`src/rtl/dm_arbiter_pkg.sv`:
```
// rtl/dm_arbiter_pkg.sv - shared types, port ids and defaults for the data-memory arbiter
package dm_arbiter_pkg;
    localparam int DM_ADDR_W   = 7;
    localparam int DM_DATA_W   = 16;
    localparam int DM_ISSUE_TO = 4;

    typedef enum logic [1:0] {
        ST_IDLE  = 2'd0,
        ST_ISSUE = 2'd1,
        ST_WAIT  = 2'd2,
        ST_DONE  = 2'd3
    } dm_state_e;

    localparam logic PORT0 = 1'b0;
    localparam logic PORT1 = 1'b1;

    // A port requests only when exactly one of its strobes is high
    function automatic logic port_req(input logic rd, input logic wr);
        return rd ^ wr;
    endfunction
endpackage

```
`src/rtl/rr_arbiter2.sv`:
```
// rtl/rr_arbiter2.sv - two-requester round-robin grant selection
module rr_arbiter2
    import dm_arbiter_pkg::*;
(
    input  logic [1:0] req,
    input  logic       last_grant,
    output logic       grant
);

    // On a tie the port that was not served last wins; otherwise the lone requester
    always_comb begin
        grant = PORT0;
        if (req == 2'b11) begin
            grant = ~last_grant;
        end else if (req[1]) begin
            grant = PORT1;
        end
    end

endmodule

```
`src/rtl/dm_arbiter.sv`:
```
// rtl/dm_arbiter.sv - two-port round-robin arbiter in front of a single data memory
module dm_arbiter
    import dm_arbiter_pkg::*;
#(
    parameter int ADDR_W   = DM_ADDR_W,
    parameter int DATA_W   = DM_DATA_W,
    parameter int ISSUE_TO = DM_ISSUE_TO
) (
    input  logic              clk,
    input  logic              rst,
    input  logic              p0_read,
    input  logic              p0_write,
    input  logic [ADDR_W-1:0] p0_address,
    input  logic [DATA_W-1:0] p0_write_data,
    output logic [DATA_W-1:0] p0_read_data,
    output logic              p0_busy_wait,
    input  logic              p1_read,
    input  logic              p1_write,
    input  logic [ADDR_W-1:0] p1_address,
    input  logic [DATA_W-1:0] p1_write_data,
    output logic [DATA_W-1:0] p1_read_data,
    output logic              p1_busy_wait,
    output logic              mem_read,
    output logic              mem_write,
    output logic [ADDR_W-1:0] mem_address,
    output logic [DATA_W-1:0] mem_write_data,
    input  logic [DATA_W-1:0] mem_read_data,
    input  logic              mem_busy_wait
);

    localparam int CNT_W = $clog2(ISSUE_TO + 1);

    dm_state_e         state_q, state_d;
    logic [CNT_W-1:0]  cnt_q, cnt_d, cnt_inc;
    logic              grant_q, grant_d;
    logic              last_q, last_d;
    logic              wr_op_q, wr_op_d;
    logic              mem_read_q, mem_read_d;
    logic              mem_write_q, mem_write_d;
    logic [ADDR_W-1:0] mem_addr_q, mem_addr_d;
    logic [DATA_W-1:0] mem_wdata_q, mem_wdata_d;
    logic [DATA_W-1:0] p0_rd_q, p0_rd_d;
    logic [DATA_W-1:0] p1_rd_q, p1_rd_d;
    logic [1:0]        req;
    logic              arb_grant;
    logic              entering_done;

    assign req     = {port_req(p1_read, p1_write), port_req(p0_read, p0_write)};
    assign cnt_inc = cnt_q + CNT_W'(1);

    rr_arbiter2 u_rr (
        .req        (req),
        .last_grant (last_q),
        .grant      (arb_grant)
    );

    // State and datapath registers; reset aborts any transaction in flight
    always_ff @(posedge clk or posedge rst) begin
        if (rst) begin
            state_q     <= ST_IDLE;
            cnt_q       <= '0;
            grant_q     <= PORT0;
            last_q      <= PORT1;
            wr_op_q     <= 1'b0;
            mem_read_q  <= 1'b0;
            mem_write_q <= 1'b0;
            mem_addr_q  <= '0;
            mem_wdata_q <= '0;
            p0_rd_q     <= '0;
            p1_rd_q     <= '0;
        end else begin
            state_q     <= state_d;
            cnt_q       <= cnt_d;
            grant_q     <= grant_d;
            last_q      <= last_d;
            wr_op_q     <= wr_op_d;
            mem_read_q  <= mem_read_d;
            mem_write_q <= mem_write_d;
            mem_addr_q  <= mem_addr_d;
            mem_wdata_q <= mem_wdata_d;
            p0_rd_q     <= p0_rd_d;
            p1_rd_q     <= p1_rd_d;
        end
    end

    // Next state; ISSUE gives up on busy after ISSUE_TO cycles (zero-latency memory)
    always_comb begin
        state_d = state_q;
        cnt_d   = '0;
        unique case (state_q)
            ST_IDLE:  if (|req) state_d = ST_ISSUE;
            ST_ISSUE: begin
                if (mem_busy_wait) begin
                    state_d = ST_WAIT;
                end else if (cnt_inc == CNT_W'(ISSUE_TO)) begin
                    state_d = ST_DONE;
                end else begin
                    cnt_d = cnt_inc;
                end
            end
            ST_WAIT:  if (!mem_busy_wait) state_d = ST_DONE;
            ST_DONE:  state_d = ST_IDLE;
            default:  state_d = ST_IDLE;
        endcase
    end

    // Grant latch, memory strobes, read-data capture and stall outputs
    always_comb begin
        grant_d       = grant_q;
        last_d        = last_q;
        wr_op_d       = wr_op_q;
        mem_read_d    = mem_read_q;
        mem_write_d   = mem_write_q;
        mem_addr_d    = mem_addr_q;
        mem_wdata_d   = mem_wdata_q;
        p0_rd_d       = p0_rd_q;
        p1_rd_d       = p1_rd_q;
        entering_done = (state_q == ST_ISSUE || state_q == ST_WAIT) && (state_d == ST_DONE);

        if (state_q == ST_IDLE && |req) begin
            grant_d     = arb_grant;
            wr_op_d     = (arb_grant == PORT1) ? p1_write : p0_write;
            mem_addr_d  = (arb_grant == PORT1) ? p1_address : p0_address;
            mem_wdata_d = (arb_grant == PORT1) ? p1_write_data : p0_write_data;
            mem_read_d  = ~wr_op_d;
            mem_write_d = wr_op_d;
        end

        // Capture on the way into DONE so the data is valid while busy_wait is low
        if (entering_done) begin
            mem_read_d  = 1'b0;
            mem_write_d = 1'b0;
            if (!wr_op_q) begin
                if (grant_q == PORT1) p1_rd_d = mem_read_data;
                else                  p0_rd_d = mem_read_data;
            end
        end

        if (state_q == ST_DONE) last_d = grant_q;

        p0_busy_wait = ~rst & req[0] & ~(state_q == ST_DONE && grant_q == PORT0);
        p1_busy_wait = ~rst & req[1] & ~(state_q == ST_DONE && grant_q == PORT1);
    end

    assign mem_read       = mem_read_q;
    assign mem_write      = mem_write_q;
    assign mem_address    = mem_addr_q;
    assign mem_write_data = mem_wdata_q;
    assign p0_read_data   = p0_rd_q;
    assign p1_read_data   = p1_rd_q;

endmodule

```
`config.mk`:
```
export PLATFORM = sky130hd
export DESIGN_NAME = dm_arbiter
export DESIGN_NICKNAME = d
export VERILOG_FILES = /design/src/rtl/dm_arbiter_pkg.sv /design/src/rtl/rr_arbiter2.sv /design/src/rtl/dm_arbiter.sv
export SDC_FILE = /design/constraint.sdc
export NUM_CORES = 1
export LEC_CHECK = 0
export BUFFER_PORTS_ARGS = -buffer_cell sky130_fd_sc_hd__buf_4
export CAP_MARGIN = 40
export CORE_MARGIN = 5
export CORE_UTILIZATION = 35
export CTS_CLUSTER_SIZE = 14
export DETAILED_ROUTE_END_ITERATION = 8
export HOLD_SLACK_MARGIN = 0.02
export PLACE_DENSITY_LB_ADDON = 0.25
export SYNTH_ARGS = -nofsm -noshare
export SYNTH_HDL_FRONTEND = slang
export SYNTH_SLANG_ARGS = --single-unit
```
`constraint.sdc`:
```
create_clock -name clk -period 2.4 [get_ports clk]
set_input_delay 0.24 -clock clk [delete_from_list [all_inputs] [get_ports clk]]
set_output_delay 0.24 -clock clk [all_outputs]
set_load 0.05 [all_outputs]
```
==> impl_metrics.tcl <==
set metrics [dict create \
    outcome "complete, no violations" \
    seqCellArea_sq_um 1630 \
    cp-start-kind "flip-flop" \
    worst_pin_slew_ns 0.804 \
    final_common_cell "buf_4" \
    post-cts-setup-buffers 0 \
    p_switching_w 0.00294 \
    yosys.area_share.adder 0.0375 \
    drt_iter0_drc 24 \
    n_antenna_cell 0 \
    avgSynthCellArea_sq_um 12.9 \
    critical_path_arrival_ns 2.36 \
    synth_edf_count 0 \
    cts_buffer_depth 2 \
    place_area_sq_um 4120 \
    hold_start "mem_read_data[12]" \
    leakage_nw 2.27 \
    ys_seq_elements 65 \
    ant_nets 0 \
    final_cell_mix "129 x buf_4, 64 x dfrtp_1, 25 x nand2_1, 25 x o21ai_0, 23 x mux2i_1" \
    grt_usage 0.131 \
    grt_overflow 0 \
    maxCapViolCount 0 \
    r2r_slack_ns 0.25 \
    p_int_w 0.00323 \
    power.density_nw_per_um2 1430 \
    synth_simple_gate_area_frac 0.0713 \
    end_kind "flip-flop" \
    worstHoldPathType "input port to flip-flop" \
    via_per_inst 4.65 \
    rsz0062_at_grt "no" \
    start_util 0.362 \
    worst_slack_ns 0.252 \
    critPathMaxFanout 16 \
    synth_warnings 0 \
    cts_hold_buf 0 \
    synthArstFlopShare 1.00 \
    synth_cell_types 37 \
    min_path_cells 2 \
    maxSlewHeadroom 0.464 \
    r2r_start "state_q[0]" \
    pre_cts_ws_ns 0.276 \
    pin_count 128 \
    crit_type "flip-flop to flip-flop" \
    cts_tree "done" \
    drt_pass1_iterations 4 \
    wl_per_cell_microns 14.6 \
    power_frac_clock 0.145 \
    cts.sinks 65 \
    grt_pass1_vias 2214 \
    setup_viol 0 \
    dp_hpwl_microns 5340 \
    whs_endpoint "p0_read_data[12]" \
    seqPwrFrac 0.299 \
    synth_cells 233 \
    die-area_sq_um 10500 \
    numCtsBuffers 9 \
    antenna_found_initial 0 \
    h-tree-depth 3 \
    nets 445 \
    gp_congestion 0.705 \
    maxSlewViolCount 0 \
    max_freq_mhz 466 \
    grt_pass1_wl_microns 10700 \
    multi_input_area_sq_um 1290 \
    p_sw_frac 0.477 \
    die_w_microns 103 \
    postLayoutCellArea_sq_um 4310 \
    finClkSkew_ns 0.00842 \
    nFillCells 745 \
    area_growth_pct 43.6 \
    synth-xor-area-share 0.0117 \
    min_period_ns 2.15 \
    startpoint "state_q[0]" \
    peakVddDrop_mv 0.734 \
    grt_max_degree 66 \
    hold_viol_final 0 \
    clk_latency_ns 0.33 \
    cts_resized 0 \
    totalWireLength_microns 6940 \
    coreArea_sq_um 8300 \
    reg2reg_to "p0_read_data[3]" \
    clk_pin_slew_ns 0.07 \
    via_count 2219 \
    finalCritPeriodShare 0.895 \
    synth_top_family_by_area "multiplexers" \
    rows 33 \
    post-route-util 0.520 \
    port_buffers 127 \
    synth_area_sq_um 3000 \
    synth_compound_area_frac 0.0809 \
    synth-main-ff-cell "dfrtp_1" \
    drcViolationCount 0 \
    combPwrFrac 0.556 \
    clockRootBuffer "clkbuf_8" \
    dieHeight_microns 103 \
    crit_required_ns 2.62 \
    r2r_cells 7 \
    muxShareOfSynthArea 0.226 \
    drive_gt1_frac 0.511 \
    fin_tns_setup_ns 0 \
    syn-num-nets 311 \
    yosysSeqAreaShare 0.542 \
]
## kinds of logic (layout without fill, tap and decap cells)
family,count (synthesis),in the layout
AO/OA/AOI/OAI,38,38
buffers and inverters,18,157
multiplexers,56,56
adder cells (fa/ha/maj),9,9
AND/OR/NAND/NOR,43,43
flip-flops,65,65
XOR/XNOR,4,4
## worst max-delay path, stage by stage (launching register included)
cell and delay (ns):
dfrtp_1 0.42, inv_1 0.21, ha_1 0.33, inv_1 0.10, a32oi_2 0.31, nand4_2 0.18, buf_12 0.19, mux2_4 0.30
## cell usage after synthesis, types with 2 or more instances
cell	instances	share of area
mux2_4	20	0.10
buf_4	2	0.0050
nor2_1	3	0.0038
o21ai_0	26	0.043
mux2_2	13	0.049
dfrtp_1	64	0.53
nand4_2	2	0.0083
nor3_1	2	0.0033
mux2i_1	23	0.077
clkbuf_1	3	0.0038
nor2b_1	2	0.0042
and3_1	2	0.0042
buf_2	2	0.0033
ha_1	9	0.038
buf_6	2	0.0075
xor2_1	2	0.0058
nand2b_1	2	0.0042
nand2_1	25	0.031
nor3b_1	2	0.0050
inv_1	9	0.011
xnor2_1	2	0.0058
## worst max-delay path by stage
| stage | slack (ns) | cells past startpoint | to |
|---|---|---|---|
| floorplan | 0.34 | 7 | p0_read_data[0] |
| global route | 0.09 | 7 | p0_read_data[13] |
| global placement | 0.37 | 7 | p0_read_data[4] |
| detailed placement | 0.28 | 7 | p0_read_data[3] |
| CTS | 0.24 | 7 | p0_read_data[13] |
| finish | 0.25 | 7 | p0_read_data[3] |
## metal layers
| metal | vias up | global-route usage | share of wire | routed length [microns] |
|---|---|---|---|---|
| li1 | 1080 | - | - | - |
| met1 | 1032 | 0.173 | 0.44 | 3030 |
| met2 | 101 | 0.190 | 0.43 | 2960 |
| met3 | 6 | 0.0548 | 0.13 | 892 |
| met4 | 0 | 0.0545 | 0.0084 | 58 |
| met5 | - | 0 | 0 | 0 |
## layout make-up
cell class,count,area share
multi-input cells,150,0.300
inverters,9,0.00871
flip-flops and latches,65,0.378
well taps,105,0.0305
clock buffers,9,0.0287
repair buffers,132,0.239
clock inverters,7,0.0163
## flip-flops by register name, summed over array words and instances (netlist names)
name / flops
state_q: 2
cnt_q: 3
wr_op_q: 1
mem_write: 1
p1_read_data: 16
mem_write_data: 16
p0_read_data: 16
grant_q: 1
last_q: 1
mem_address: 7
mem_read: 1
## power groups by stage
stage | clock network (W) | registers (W) | logic [W]
finish | 0.000894 | 0.00185 | 0.00344
global route | 0.000979 | 0.00191 | 0.00365
CTS | 0.000934 | 0.00185 | 0.00348
detailed placement | 0 | 0.00186 | 0.00348
global placement | 0 | 0.00185 | 0.00343
floorplan | 0 | 0.00327 | 0.000979
## stage by stage
step           hold WS, ns  power, W  cells
4_1_cts              0.124   0.00627    477
2_1_floorplan        0.380   0.00425    233
3_3_place_gp         0.418   0.00528    461
5_1_grt              0.123   0.00654    477
3_5_place_dp         0.428   0.00534    461
6_report             0.147   0.00618    477
Power figures use the tool's default switching activity.
